## config.mk

```make
export PLATFORM = sky130hd
export DESIGN_NAME = multicycle_control
export DESIGN_NICKNAME = d
export VERILOG_FILES = /design/src/rtl/mips_pkg.sv /design/src/rtl/alu_decoder.sv /design/src/rtl/multicycle_control.sv
export SDC_FILE = /design/constraint.sdc
export NUM_CORES = 1
export LEC_CHECK = 0
export CORE_UTILIZATION = 38
export DETAILED_ROUTE_END_ITERATION = 8
export PLACE_DENSITY = 0.89
export SYNTH_ARGS = -nofsm -noshare
export SYNTH_HDL_FRONTEND = slang
export SYNTH_SLANG_ARGS = --single-unit
```

## constraint.sdc

```tcl
create_clock -name clk -period 2.52 [get_ports clk]
set_input_delay 0.504 -clock clk [delete_from_list [all_inputs] [get_ports clk]]
set_output_delay 0.504 -clock clk [all_outputs]
set_load 0.05 [all_outputs]
```

## src/rtl/mips_pkg.sv

```systemverilog
// ============================================================================
// Module      : mips_pkg
// Description : Shared constants for the multicycle MIPS controller: opcodes,
//               R-type function codes, FSM state encodings, ALUOp and ALUCtl
//               codes.
// Revision    : 1.0 - initial release
// ============================================================================
`default_nettype none

package mips_pkg;

  // Instruction opcodes
  localparam logic [5:0] OP_RTYPE = 6'b000000;
  localparam logic [5:0] OP_LW    = 6'b100011;
  localparam logic [5:0] OP_SW    = 6'b101011;
  localparam logic [5:0] OP_BEQ   = 6'b000100;
  localparam logic [5:0] OP_ADDI  = 6'b001000;
  localparam logic [5:0] OP_J     = 6'b000010;

  // R-type function codes
  localparam logic [5:0] FUNCT_ADD = 6'b100000;
  localparam logic [5:0] FUNCT_SUB = 6'b100010;
  localparam logic [5:0] FUNCT_AND = 6'b100100;
  localparam logic [5:0] FUNCT_OR  = 6'b100101;
  localparam logic [5:0] FUNCT_SLT = 6'b101010;

  // FSM state encodings (4 bits, exported on the debug port)
  localparam logic [3:0] S_FETCH   = 4'd0;
  localparam logic [3:0] S_DECODE  = 4'd1;
  localparam logic [3:0] S_MEMADR  = 4'd2;
  localparam logic [3:0] S_MEMRD   = 4'd3;
  localparam logic [3:0] S_MEMWB   = 4'd4;
  localparam logic [3:0] S_MEMWR   = 4'd5;
  localparam logic [3:0] S_EXECUTE = 4'd6;
  localparam logic [3:0] S_ALUWB   = 4'd7;
  localparam logic [3:0] S_BRANCH  = 4'd8;
  localparam logic [3:0] S_ADDIEX  = 4'd9;
  localparam logic [3:0] S_ADDIWB  = 4'd10;
  localparam logic [3:0] S_JUMP    = 4'd11;

  // ALUOp codes from the FSM to the ALU decoder
  localparam logic [1:0] ALUOP_ADD   = 2'b00;
  localparam logic [1:0] ALUOP_SUB   = 2'b01;
  localparam logic [1:0] ALUOP_FUNCT = 2'b10;
  localparam logic [1:0] ALUOP_RSVD  = 2'b11;

  // ALUCtl codes driven to the ALU
  localparam logic [2:0] ALUCTL_AND = 3'b000;
  localparam logic [2:0] ALUCTL_OR  = 3'b001;
  localparam logic [2:0] ALUCTL_ADD = 3'b010;
  localparam logic [2:0] ALUCTL_SUB = 3'b110;
  localparam logic [2:0] ALUCTL_SLT = 3'b111;

endpackage

`default_nettype wire

```

## src/rtl/alu_decoder.sv

```systemverilog
// ============================================================================
// Module      : alu_decoder
// Description : Combinational ALU control decode from ALUOp and Funct.
// Revision    : 1.0 - initial release
// ============================================================================
`default_nettype none

module alu_decoder
  import mips_pkg::*;
(
  input  logic [1:0] alu_op,
  input  logic [5:0] funct,
  output logic [2:0] alu_ctl
);

  // Fixed operations for address/branch math, funct-driven for R-type
  always_comb begin
    alu_ctl = ALUCTL_AND;
    case (alu_op)
      ALUOP_ADD: alu_ctl = ALUCTL_ADD;
      ALUOP_SUB: alu_ctl = ALUCTL_SUB;
      ALUOP_FUNCT: begin
        case (funct)
          FUNCT_ADD: alu_ctl = ALUCTL_ADD;
          FUNCT_SUB: alu_ctl = ALUCTL_SUB;
          FUNCT_AND: alu_ctl = ALUCTL_AND;
          FUNCT_OR:  alu_ctl = ALUCTL_OR;
          FUNCT_SLT: alu_ctl = ALUCTL_SLT;
          default:   alu_ctl = ALUCTL_AND;
        endcase
      end
      default:   alu_ctl = ALUCTL_AND;
    endcase
  end

endmodule

`default_nettype wire

```

## src/rtl/multicycle_control.sv

```systemverilog
// ============================================================================
// Module      : multicycle_control
// Description : Multicycle MIPS control FSM (LW, SW, R-type, BEQ, ADDI, J)
//               with memory handshake stalls and an ALU control decoder.
// Revision    : 1.0 - initial release
// ============================================================================
`default_nettype none

module multicycle_control
  import mips_pkg::*;
(
  input  logic       clk,
  input  logic       rst_n,
  input  logic [5:0] OPCode,
  input  logic [5:0] Funct,
  input  logic       mem_ready,
  output logic       PCWrite,
  output logic       Branch,
  output logic       IorD,
  output logic       IRWrite,
  output logic       MemWrite,
  output logic       MemtoReg,
  output logic       RegDst,
  output logic       RegWrite,
  output logic       ALUSrcA,
  output logic [1:0] ALUSrcB,
  output logic [1:0] PCSrc,
  output logic [2:0] ALUCtl,
  output logic       illegal_op,
  output logic [3:0] state
);

  logic [3:0] state_next;
  logic [1:0] alu_op;

  // Raw decodes of the strobes; these are gated by reset before leaving
  logic pc_write_raw;
  logic branch_raw;
  logic ir_write_raw;
  logic mem_write_raw;
  logic reg_write_raw;
  logic illegal_raw;

  // State register; asynchronous reset returns to FETCH immediately
  always_ff @(posedge clk or negedge rst_n) begin
    if (!rst_n) begin
      state <= S_FETCH;
    end else begin
      state <= state_next;
    end
  end

  // Next-state and per-state control decode; everything defaults to 0
  always_comb begin
    state_next    = S_FETCH;
    alu_op        = ALUOP_ADD;
    pc_write_raw  = 1'b0;
    branch_raw    = 1'b0;
    ir_write_raw  = 1'b0;
    mem_write_raw = 1'b0;
    reg_write_raw = 1'b0;
    illegal_raw   = 1'b0;
    IorD          = 1'b0;
    MemtoReg      = 1'b0;
    RegDst        = 1'b0;
    ALUSrcA       = 1'b0;
    ALUSrcB       = 2'b00;
    PCSrc         = 2'b00;

    case (state)
      S_FETCH: begin
        // PC+4 is computed every cycle; the load only commits when memory
        // delivers the instruction, so the strobes follow mem_ready.
        ALUSrcB      = 2'b01;
        ir_write_raw = mem_ready;
        pc_write_raw = mem_ready;
        state_next   = mem_ready ? S_DECODE : S_FETCH;
      end
      S_DECODE: begin
        // Branch target speculatively computed into ALUOut
        ALUSrcB = 2'b11;
        case (OPCode)
          OP_RTYPE: state_next = S_EXECUTE;
          OP_LW,
          OP_SW:    state_next = S_MEMADR;
          OP_BEQ:   state_next = S_BRANCH;
          OP_ADDI:  state_next = S_ADDIEX;
          OP_J:     state_next = S_JUMP;
          default: begin
            illegal_raw = 1'b1;
            state_next  = S_FETCH;
          end
        endcase
      end
      S_MEMADR: begin
        ALUSrcA = 1'b1;
        ALUSrcB = 2'b10;
        if (OPCode == OP_LW) begin
          state_next = S_MEMRD;
        end else if (OPCode == OP_SW) begin
          state_next = S_MEMWR;
        end else begin
          state_next = S_FETCH;
        end
      end
      S_MEMRD: begin
        IorD       = 1'b1;
        state_next = mem_ready ? S_MEMWB : S_MEMRD;
      end
      S_MEMWB: begin
        MemtoReg      = 1'b1;
        reg_write_raw = 1'b1;
        state_next    = S_FETCH;
      end
      S_MEMWR: begin
        // Write strobe held until memory accepts it
        IorD          = 1'b1;
        mem_write_raw = 1'b1;
        state_next    = mem_ready ? S_FETCH : S_MEMWR;
      end
      S_EXECUTE: begin
        ALUSrcA    = 1'b1;
        ALUSrcB    = 2'b00;
        alu_op     = ALUOP_FUNCT;
        state_next = S_ALUWB;
      end
      S_ALUWB: begin
        RegDst        = 1'b1;
        reg_write_raw = 1'b1;
        state_next    = S_FETCH;
      end
      S_BRANCH: begin
        ALUSrcA    = 1'b1;
        alu_op     = ALUOP_SUB;
        PCSrc      = 2'b01;
        branch_raw = 1'b1;
        state_next = S_FETCH;
      end
      S_ADDIEX: begin
        ALUSrcA    = 1'b1;
        ALUSrcB    = 2'b10;
        state_next = S_ADDIWB;
      end
      S_ADDIWB: begin
        reg_write_raw = 1'b1;
        state_next    = S_FETCH;
      end
      S_JUMP: begin
        PCSrc        = 2'b10;
        pc_write_raw = 1'b1;
        state_next   = S_FETCH;
      end
      default: begin
        state_next = S_FETCH;
      end
    endcase
  end

  // Strobes are masked by reset so they drop without waiting for a clock,
  // including the Mealy FETCH strobes that would otherwise follow mem_ready.
  assign PCWrite    = rst_n & pc_write_raw;
  assign Branch     = rst_n & branch_raw;
  assign IRWrite    = rst_n & ir_write_raw;
  assign MemWrite   = rst_n & mem_write_raw;
  assign RegWrite   = rst_n & reg_write_raw;
  assign illegal_op = rst_n & illegal_raw;

  alu_decoder u_alu_decoder (
    .alu_op  (alu_op),
    .funct   (Funct),
    .alu_ctl (ALUCtl)
  );

endmodule

`default_nettype wire
```

==> flow_summary.toml <==
[run_status]
status = "finished clean"

[clocking]
clockRootBuffer = "clkbuf_4"
clk-insertion-delay-late_ns = 0.26
clk_pin_slew_worst_paths_ns = 0.05
cts_made_buffers = 3
cts_tree = "built"
clkSinkCount = 4
holdBufCountCts = 0
postCtsSetupBuffers = 0
cts_max_level = 1
clockBufferDepth = 2
cts_resized = 0

[sta]
slew_headroom_pct = 64.70
timing.final.max_slew_violations = 0
whs_ns = 0.5514
fin_crit_sh_pct = 95.31
worstMarginPinSlew_ns = 0.5294
final.min_clock_period_ns = 2.402
setup_slack_ns = 0.1181
setup_viol = 0
finalHoldViolCount = 0
tns_ns = 0
rsz0062_at_grt = "no"
final.setup_skew_ns = 0.01710
max_freq_mhz = 416.3

[worst_setup_path]
cpPeakStageDelay_ns = 0.50
path_buf_inv = 2
critPathKind = "input port to primary output"
crit_fanout = 6
crit_family = "buffers and inverters"
path_depth = 6
crit_arrival_ns = 1.90
critPathRequiredTime_ns = 2.02
path_cells = "clkdlybuf4s50_1 -> xor2_1 -> o211ai_1 -> nand3b_1 -> nor3_2 -> buf_12"
cp-end-kind = "primary output"
cp_slowest_cell = "clkdlybuf4s50_1"
start_kind = "input port"
r2r_setup_slack_ns = 0.75
r2r_cells = 4

[routing]
vias = 775
dr.pass1.iters = 4
wl_um = 1963
drt_iter0_markers = 27
ant_nets = 0
viasPerCell = 5.784
remaining_drc_errors = 0
wl_per_cell_um = 14.65

[cells_and_area]
largest_register_ffs = 4
fin_cells = 134
syn2layout_area_growth_pct = 91.63
layout.nets = 136
drive_gt1_share_pct = 26.89
diodes = 0
final_common_cell = "clkdlybuf4s50_1"
reg_top3 = "state: 4 flops"
regMostFlops = "state"
mostFrequentLayoutCells = "clkdlybuf4s50_1 (18), buf_4 (11), buf_12 (10)"
fill_cells = 87

[floorplanning]
initial_utilization_pct = 41.46
dieArea_mm2 = 0.001612
io_pins = 36
core_mm2 = 0.001334
die_h_um = 40.15
die_x_um = 40.15
num_rows = 13

[global_routing]
grt_pass1_wl_um = 2794
grt_pass1_vias = 625
antenna_found_initial = 0
grt-ovfl-total = 0
grt_max_degree = 15
grt_use_total_pct = 26.41

[pwr]
irDropWorstVdd_mv = 0.2846
p_total_mw = 0.3686
cellLeakagePower_nw = 0.4301
powerDensity_mw_per_mm2 = 347.8

[logic_synthesis]
yosys_warnings = 0
netlist_area_um2 = 553.0
synth_area_leaders = "dfrtp_1 (18%), nor3_1 (7.2%), nand2_1 (6.1%), nor2_1 (6.1%), nand2b_1 (4.5%)"
yosys.cell_types.count = 35
avgSynthCellArea_um2 = 6.744
synth_top_area_share_pct = 18.10
synth_ff_type = "dfrtp_1"
ys_seq_area_share_pct = 18.10
synthCells = 82
async_flop_share_pct = 100.0
synth.net_count = 97
synth_seq_cells = 4
yosysTopAreaCell = "dfrtp_1"
synth-edff-count = 0

[place]
dp_cells = 131
hpwl_um = 1558
port_buffers = 35
place_congestion = 0.8012
pre_cts_ws_ns = 0.1240

[worst_hold_path]
hp-class = "input port to async pin"

[run]
maxCapViolations = 0
[stage by stage]
| stage | area (um^2) | utilization (%) |
|---|---|---|
| 2_1_floorplan | 584.3 | - |
| 6_report | 1060 | 79.46 |
| 4_1_cts | 1060 | 79.46 |
| 3_3_place_gp | 1037 | 77.77 |
| 3_5_place_dp | 1037 | 77.77 |
| 5_1_grt | 1060 | 79.46 |
[metal layers]
metal  GRT usage, %  part of all wire (%)
met1          29.43                    39
met2          47.98                    50
met4          10.34                   1.4
met3          5.556                   9.0
met5              0                     0
[cells by family after synthesis]
logic type | Yosys count | synth area share [%]
AND/OR/NAND/NOR | 48 | 46.83
AO/OA/AOI/OAI | 18 | 21.27
buffers and inverters | 8 | 7.240
flip-flops | 4 | 18.10
XOR/XNOR | 3 | 4.752
multiplexers | 1 | 1.810
[cells in the mapped netlist, types with 2 or more instances]
cell / number
nand3_1: 5
xor2_1: 2
nand3b_1: 2
dfrtp_1: 4
nor4_1: 3
nor3_1: 8
clkbuf_1: 2
buf_2: 2
o21ai_0: 4
a21oi_1: 2
nand2_1: 9
nand2b_1: 4
nor3b_1: 2
nor2_1: 9
inv_1: 3
o22ai_1: 2
[power breakdown]
| group | internal, mW | leakage, nW | switching, mW |
|---|---|---|---|
| Combinational | 0.0872 | 0.362 | 0.110 |
| Sequential | 0.0681 | 0.0542 | 0.0149 |
| Clock | 0.0538 | 0.0138 | 0.0347 |
| Total | 0.209 | 0.430 | 0.160 |
[path summary, 6_finish.rpt]
path	start	endpoint
max in group asynchronous	rst_n	state[2]$_DFF_PN0_
hold reg to reg	state[2]$_DFF_PN0_	state[3]$_DFF_PN0_
hold / removal	rst_n	state[3]$_DFF_PN0_
setup reg to reg	state[0]$_DFF_PN0_	state[0]$_DFF_PN0_
min in group clk	state[2]$_DFF_PN0_	state[3]$_DFF_PN0_
setup / recovery	OPCode[2]	illegal_op
[final cells by class]
type / count / area (um^2) / share of cell area, %
timing repair buffer: 39 / 462.9 / 43.68
multi-input combinational: 70 / 444.2 / 41.91
sequential: 4 / 100.1 / 9.445
clock buffer: 3 / 22.52 / 2.125
tap: 15 / 18.77 / 1.771
inverter: 3 / 11.26 / 1.063
[worst reg2reg max path: stages, from the launching register on]
cell and delay (ns):
dfrtp_1 0.67, nand2b_1 0.24, o21ai_1 0.09, a32o_1 0.28
or3b_1 0.37
(Power assumes the default switching activity.)
